**src/rtl/sr_excitation_driver.sv**
```systemverilog
// sr_excitation_driver
// Drives a bank of WIDTH SR flip-flops toward a requested target word.
// Only the bits that must change get a one-cycle Set or Reset pulse, worked
// out against a shadow copy of the bank, so S=R=1 can never be produced.
// Optional feature macro READBACK_CHECK_EN:
//   defined   - after the drive cycle the bank's Q readback is compared with
//               the target; a mismatch pulses err, reports the differing bits
//               and resyncs the shadow to what the bank really holds.
//   undefined - no readback stage, q_in is ignored, err/err_bits stay 0 and
//               the shadow simply takes the target.
module sr_excitation_driver #(
   parameter int WIDTH = 8
) (
   input  logic             clk,
   input  logic             rst,
   input  logic             tgt_valid,
   input  logic [WIDTH-1:0] tgt_data,
   output logic             tgt_ready,
   output logic [WIDTH-1:0] s_out,
   output logic [WIDTH-1:0] r_out,
   input  logic [WIDTH-1:0] q_in,
   output logic             busy,
   output logic             done,
   output logic             err,
   output logic [WIDTH-1:0] err_bits
);

`ifdef READBACK_CHECK_EN
   typedef enum logic [1:0] {
      IDLE  = 2'd0,
      DRIVE = 2'd1,
      CHECK = 2'd2,
      RESP  = 2'd3
   } state_t;
`else
   typedef enum logic [1:0] {
      IDLE  = 2'd0,
      DRIVE = 2'd1,
      RESP  = 2'd3
   } state_t;
`endif

   state_t           state;
   logic [WIDTH-1:0] shadow;
   logic [WIDTH-1:0] target;

`ifdef READBACK_CHECK_EN
   logic             err_q;
   logic [WIDTH-1:0] err_bits_q;

   assign err      = err_q;
   assign err_bits = err_bits_q;
`else
   logic unused_q_in;

   assign err         = 1'b0;
   assign err_bits    = '0;
   assign unused_q_in = ^q_in;
`endif

   // Transfer sequencer: accept a target, pulse the drive, optionally verify, report.
   always_ff @(posedge clk or posedge rst) begin
      if (rst) begin
         state     <= IDLE;
         shadow    <= '0;
         target    <= '0;
         s_out     <= '0;
         r_out     <= '0;
         done      <= 1'b0;
         busy      <= 1'b0;
         tgt_ready <= 1'b0;
`ifdef READBACK_CHECK_EN
         err_q      <= 1'b0;
         err_bits_q <= '0;
`endif
      end else begin
         s_out <= '0;
         r_out <= '0;
         done  <= 1'b0;
`ifdef READBACK_CHECK_EN
         err_q      <= 1'b0;
         err_bits_q <= '0;
`endif
         case (state)
            IDLE: begin
               if (tgt_ready && tgt_valid) begin
                  target    <= tgt_data;
                  s_out     <= tgt_data & ~shadow;
                  r_out     <= ~tgt_data & shadow;
                  state     <= DRIVE;
                  busy      <= 1'b1;
                  tgt_ready <= 1'b0;
               end else begin
                  tgt_ready <= 1'b1;
               end
            end
            DRIVE: begin
`ifdef READBACK_CHECK_EN
               state <= CHECK;
`else
               shadow <= target;
               done   <= 1'b1;
               state  <= RESP;
`endif
            end
`ifdef READBACK_CHECK_EN
            CHECK: begin
               if (q_in == target) begin
                  shadow <= target;
                  done   <= 1'b1;
               end else begin
                  shadow     <= q_in;
                  err_q      <= 1'b1;
                  err_bits_q <= q_in ^ target;
               end
               state <= RESP;
            end
`endif
            RESP: begin
               state     <= IDLE;
               busy      <= 1'b0;
               tgt_ready <= 1'b1;
            end
            default: begin
               state     <= IDLE;
               busy      <= 1'b0;
               tgt_ready <= 1'b0;
            end
         endcase
      end
   end

endmodule

```
**config.mk**
```make
export PLATFORM = sky130hd
export DESIGN_NAME = sr_excitation_driver
export DESIGN_NICKNAME = d
export VERILOG_FILES = /design/src/rtl/sr_excitation_driver.sv
export SDC_FILE = /design/constraint.sdc
export NUM_CORES = 1
export LEC_CHECK = 0
export BUFFER_PORTS_ARGS = -buffer_cell sky130_fd_sc_hd__buf_2
export CORE_UTILIZATION = 35
export CTS_CLUSTER_DIAMETER = 30
export CTS_CLUSTER_SIZE = 20
export DETAILED_ROUTE_END_ITERATION = 10
export HOLD_SLACK_MARGIN = 0.03
export PLACE_DENSITY = 0.61
export SYNTH_ARGS = -nofsm -noshare
export SYNTH_HDL_FRONTEND = slang
export SYNTH_SLANG_ARGS = --single-unit
export TNS_END_PERCENT = 20
```
**constraint.sdc**
```tcl
create_clock -name clk -period 1.7 [get_ports clk]
set_clock_uncertainty 0.15 [all_clocks]
set_input_delay 0.255 -clock clk [delete_from_list [all_inputs] [get_ports clk]]
set_output_delay 0.255 -clock clk [all_outputs]
set_load 0.05 [all_outputs]
```
==> reports/qor.yml, run 1 <==
cts:
  cts_root_buf: "clkbuf_8"
  cts_buffers: 5
  clock_sinks: 37
  cts.reportedPaths.clkPinSlew_ps: 60
  post_cts_buffers: 0
  clk-insertion-delay-late_ps: 280
  clockBufferDepth: 2
  cts_tree: "done"
  ctsHtreeMaxLevel: 2
critical_path:
  crit_path_start_kind: "flip-flop"
  r2r_cells: 5
  crit_fanout: 14
  critPathCaptureType: "flip-flop"
  required_ps: 1710
  worst_r2r_startpoint: "state[0]"
  r2r_slack_ps: 140
  timing.rr.end: "target[4]"
  crit_path_start: "state[0]"
  crit_path_end: "target[4]"
  critPathArrivalTime_ps: 1570
  path_class: "reg2reg"
job:
  maxCapViolations: 0
grt:
  antenna_found_initial: 0
  grt.overflow.total: 0
  grt_max_degree: 38
  grt_pass1_vias: 942
  gr-usage-all-layers: 0.131
  grt_pass1_wl_mm: 4.15
finish:
  final_cell_area_um2: 1820
  final_util: 0.454
  areaGrowthSynthToFinish_pct: 25.5
  num_antenna_cells: 0
  nets: 166
  drive_gt1_frac: 0.410
die:
  coreArea_um2: 4000
  rows: 23
  die_h_um: 66.3
  ios: 47
  die_w_um: 66.3
  initial_utilization: 0.362
  die-area_um2: 4400
power:
  p_leak_nw: 0.926
  ir_drop_uv: 983
  power_mw: 2.83
  power.density_nw_per_um2: 1560
routing:
  ant_nets: 0
  dr.pass1.iters: 4
  wl_per_cell_um: 11.8
  finalWirelength_mm: 2.29
  drtIter0Drc: 20
  route.detailed.drc: 0
  vias_per_cell: 4.46
  vias: 866
timing:
  rsz0062_at_grt: "no"
  tns_ps: 0
  finalSetupViolations: 0
  timing.final.max_slew_violations: 0
  hold_viol: 0
  fin_crit_sh: 0.918
  max_freq_ghz: 0.641
  finalCriticalPeriod_ps: 1560
  timing.hold.ws_ps: 244
hold_path:
  holdCritPathClass: "in2reg"
run_status:
  outcome: "finished clean"
synthesis:
  ys_seq_area_frac: 0.639
  synth_area_um2: 1450
  synth_top_area_cell: "dfrtp_1"
  synth.area.top_cells: "dfrtp_1 64%, mux2_2 10%, nor3b_1 8.3%"
  yosysUniqueCellTypes: 16
  ys_seq_elements: 37
  synthCells: 98
  netlist.area_leader.share: 0.639
  ys.warnings.count: 0
  avgSynthCellArea_um2: 14.8
placed_design:
  dpl-instance-area_um2: 1640
  io_buffers: 29
  dp_hpwl_mm: 1.54
  place_congestion: 0.615
-- per-stage QoR --
step / cells / worst slack [ps]
final: 194 / 140
after global routing: 194 / 37.0
after global placement: 178 / 19.8
after floorplan: 106 / 102
after CTS: 194 / 77.8
after detailed placement: 178 / -44.9
-- synth_stat cells --
cell type	n
dfrtp_1	37
buf_2	2
buf_4	9
nand3_2	1
inv_1	3
nor2_1	1
nor3b_1	16
nand2_1	3
a21oi_1	1
conb_1	1
mux2_2	13
o22a_1	2
buf_6	1
o31ai_1	1
ha_1	3
mux2_4	4
-- cells by family after synthesis --
kind of cell / Yosys count / synth area share
other cells: 1 / 0.00259
mux: 17 / 0.142
buf+inv: 15 / 0.0691
flops: 37 / 0.639
compound gates: 4 / 0.0207
fa+ha+maj: 3 / 0.0259
simple gates: 21 / 0.100
-- worst max-delay path, stage by stage (launching register included) --
cell and delay (ps):
dfrtp_1 410, inv_1 60, ha_1 220, nand3_2 80, buf_6 170, mux2_2 350
-- how the worst min path moves through the flow --
stage / from / endpoint / slack, ps / cells past startpoint
floorplan: tgt_data[0] / r_out[0] / 170 / 1
global placement: rst / done / 220 / 3
detailed placement: rst / busy / 240 / 3
CTS: tgt_valid / busy / 240 / 4
global route: tgt_valid / tgt_ready / 290 / 4
finish: tgt_valid / busy / 240 / 4
-- cell usage in the layout (no fill, tap or decap) --
cell,instances
ha_2,1
a21oi_1,1
clkbuf_1,1
dlygate4sd3_1,9
nand2_1,3
conb_1,9
nor3b_1,16
clkbuf_8,6
mux2_2,13
nor2_1,1
mux2_4,4
dfrtp_1,37
inv_1,3
ha_1,2
nand3_2,1
buf_2,29
buf_6,1
buf_4,4
o22a_1,2
o31ai_1,1
-- power by group --
part	switching, mW	internal [mW]	total (mW)	leakage (nW)
sequential	0.150	1.15	1.30	0.482
combinational	0.487	0.453	0.940	0.400
clock	0.271	0.321	0.592	0.0443
total	0.908	1.92	2.83	0.926
-- cell type report --
type	instances	area, um2
clock buffers	7	86.3
fillers	378	2180
inverters	3	11.3
multi-input cells	54	455
flip-flops and latches	37	926
well taps	50	62.6
repair buffers	43	277
-- flip-flops by register name, summed over array words and instances (netlist names) --
signal     count
done           1
shadow         8
r_out          8
busy           1
tgt_ready      1
s_out          8
target         8
state          2
-- routing by layer --
metal / track usage / share of wire
met5: 0 / 0
met1: 0.147 / 0.41
met2: 0.219 / 0.51
met4: 0.0559 / 0.013
met3: 0.0500 / 0.065
-- timing repair --
action,in CTS,in global routing
hold endpoints to repair,45,0
pin swaps,0,0
gates cloned,0,0
gates resized for setup,1,1
hold buffers,9,0
setup endpoints to repair,8,1
(Power assumes the default switching activity.)
==> run 2, diff against run 1 <==
--- a/config.mk
+++ b/config.mk
@@ -11,7 +11,6 @@
 export CTS_CLUSTER_SIZE = 20
 export DETAILED_ROUTE_END_ITERATION = 10
 export HOLD_SLACK_MARGIN = 0.03
-export PLACE_DENSITY = 0.61
 export SYNTH_ARGS = -nofsm -noshare
 export SYNTH_HDL_FRONTEND = slang
 export SYNTH_SLANG_ARGS = --single-unit
==> reports/qor.yml, run 2 (synthesis gave the netlist of run 1 again) <==
grt:
  grt_pass1_wl_mm: 3.78  # -9.0%
  grt_max_degree: 38  # unchanged
  gr-usage-all-layers: 0.121  # -0.00954
  antenna_found_initial: 0  # unchanged
  grt_pass1_vias: 911  # -3.3%
  grt.overflow.total: 0  # unchanged
finish:
  final_cell_mix: "37 x dfrtp_1, 29 x buf_2, 16 x nor3b_1, 13 x mux2_2"
  num_antenna_cells: 0  # unchanged
  drive_gt1_frac: 0.417  # +0.00694
  areaGrowthSynthToFinish_pct: 27.0
  layout.cells.most_common: "dfrtp_1"
  final_util: 0.460  # +0.00563
  nets: 165  # -0.60%
timing:
  timing.final.max_slew_violations: 0  # unchanged
  setup_ws_ps: 88.7  # -51.4 ps
  finalSetupViolations: 0  # unchanged
  finalCriticalPeriod_ps: 1610  # +51.4 ps
  max_freq_ghz: 0.621  # -3.2%
  fin_crit_sh: 0.948  # +0.0302
  hold_viol: 0  # unchanged
  tns_ps: 0  # unchanged
  rsz0062_at_grt: "no"
die:
  coreArea_um2: 4000  # unchanged
  rows: 23  # unchanged
  die-area_um2: 4400  # unchanged
  initial_utilization: 0.362  # unchanged
  die_w_um: 66.3  # unchanged
  ios: 47  # unchanged
  die_h_um: 66.3  # unchanged
cts:
  cts_buffers: 5  # unchanged
  ctsHtreeMaxLevel: 2  # unchanged
  clock_sinks: 37  # unchanged
  cts.reportedPaths.clkPinSlew_ps: 70  # about the same
  cts_tree: "done"
  clk-insertion-delay-late_ps: 280  # about the same
  clockBufferDepth: 2  # unchanged
  cts_root_buf: "clkbuf_8"
routing:
  vias_per_cell: 4.38  # -2.0%
  ant_nets: 0  # unchanged
  dr.pass1.iters: 4  # unchanged
  route.detailed.drc: 0  # unchanged
  vias: 849  # -2.0%
  drtIter0Drc: 9  # -55%
  wl_per_cell_um: 11.8  # -0.13%
  finalWirelength_mm: 2.29  # -0.13%
power:
  p_leak_nw: 0.933  # +0.76%
  power.density_nw_per_um2: 1640  # +5.2%
  ir_drop_uv: 781  # -21%
  power_mw: 3.01  # +6.5%
placed_design:
  dp_hpwl_mm: 1.53  # -1.1%
  io_buffers: 29  # unchanged
  place_congestion: 0.651  # +5.9%
  post-place-ws_ps: -46.6  # -1.68 ps
critical_path:
  critPathCaptureType: "flip-flop"
  required_ps: 1710  # about the same
  crit_path_start_kind: "flip-flop"
  r2r_slack_ps: 90  # -50 ps
  crit_fanout: 12  # -2
  critPathArrivalTime_ps: 1620  # +50 ps
  path_class: "reg2reg"
job:
  maxCapViolations: 0  # unchanged
run_status:
  outcome: "finished clean"
hold_path:
  holdCritPathClass: "in2reg"
[run 2: layout make-up]
cell class	instances	area, um2
fill	385	2160
sequential	37	926
multi-input combinational	54	455
timing repair buffer	42	265
clock buffer	6	82.6
tap	50	62.6
clock inverter	2	37.5
inverter	3	11.3
[run 2: critical path, cell delays in order (launching register included)]
cell	delay (ps)
dfrtp_1	400
inv_1	100
ha_1	250
nand3_2	100
buf_4	200
mux2_4	310
[run 2: worst paths after layout]
| path | startpoint | to | cells after the start |
|---|---|---|---|
| max in group asynchronous | rst | tgt_ready | 4 |
| worst max-delay path | state[1] | target[1] | 5 |
| worst min register to register | shadow[4] | s_out[4] | 1 |
| worst min-delay path | tgt_valid | busy | 4 |
| worst max register to register | state[1] | target[1] | 5 |
| min in group asynchronous | rst | shadow[0] | 4 |
[run 2: repair_timing]
item,CTS,global route
hold endpoints to repair,45,0
hold buffers,9,0
buffers inserted,0,1
resized for setup,1,0
setup endpoints to repair,8,3
[run 2: power breakdown]
group | switching, mW | leakage [nW] | internal (mW)
sequential | 0.143 | 0.482 | 1.14
clock | 0.301 | 0.0574 | 0.477
combinational | 0.498 | 0.394 | 0.448
total | 0.943 | 0.933 | 2.07
[run 2: per-layer routing]
metal | share of wire | vias up | global-route usage
met3 | 0.051 | 4 | 0.0483
li1 | - | 405 | -
met5 | 0 | - | 0
met4 | 0.016 | 0 | 0.0638
met1 | 0.44 | 416 | 0.125
met2 | 0.49 | 24 | 0.209
[run 2: stage by stage]
step	std cells	hold WS (ps)	area, um2
after floorplan	106	175	1480
after global placement	176	220	1620
after detailed placement	176	232	1620
after CTS	193	241	1830
after global routing	194	291	1840
final	194	255	1840
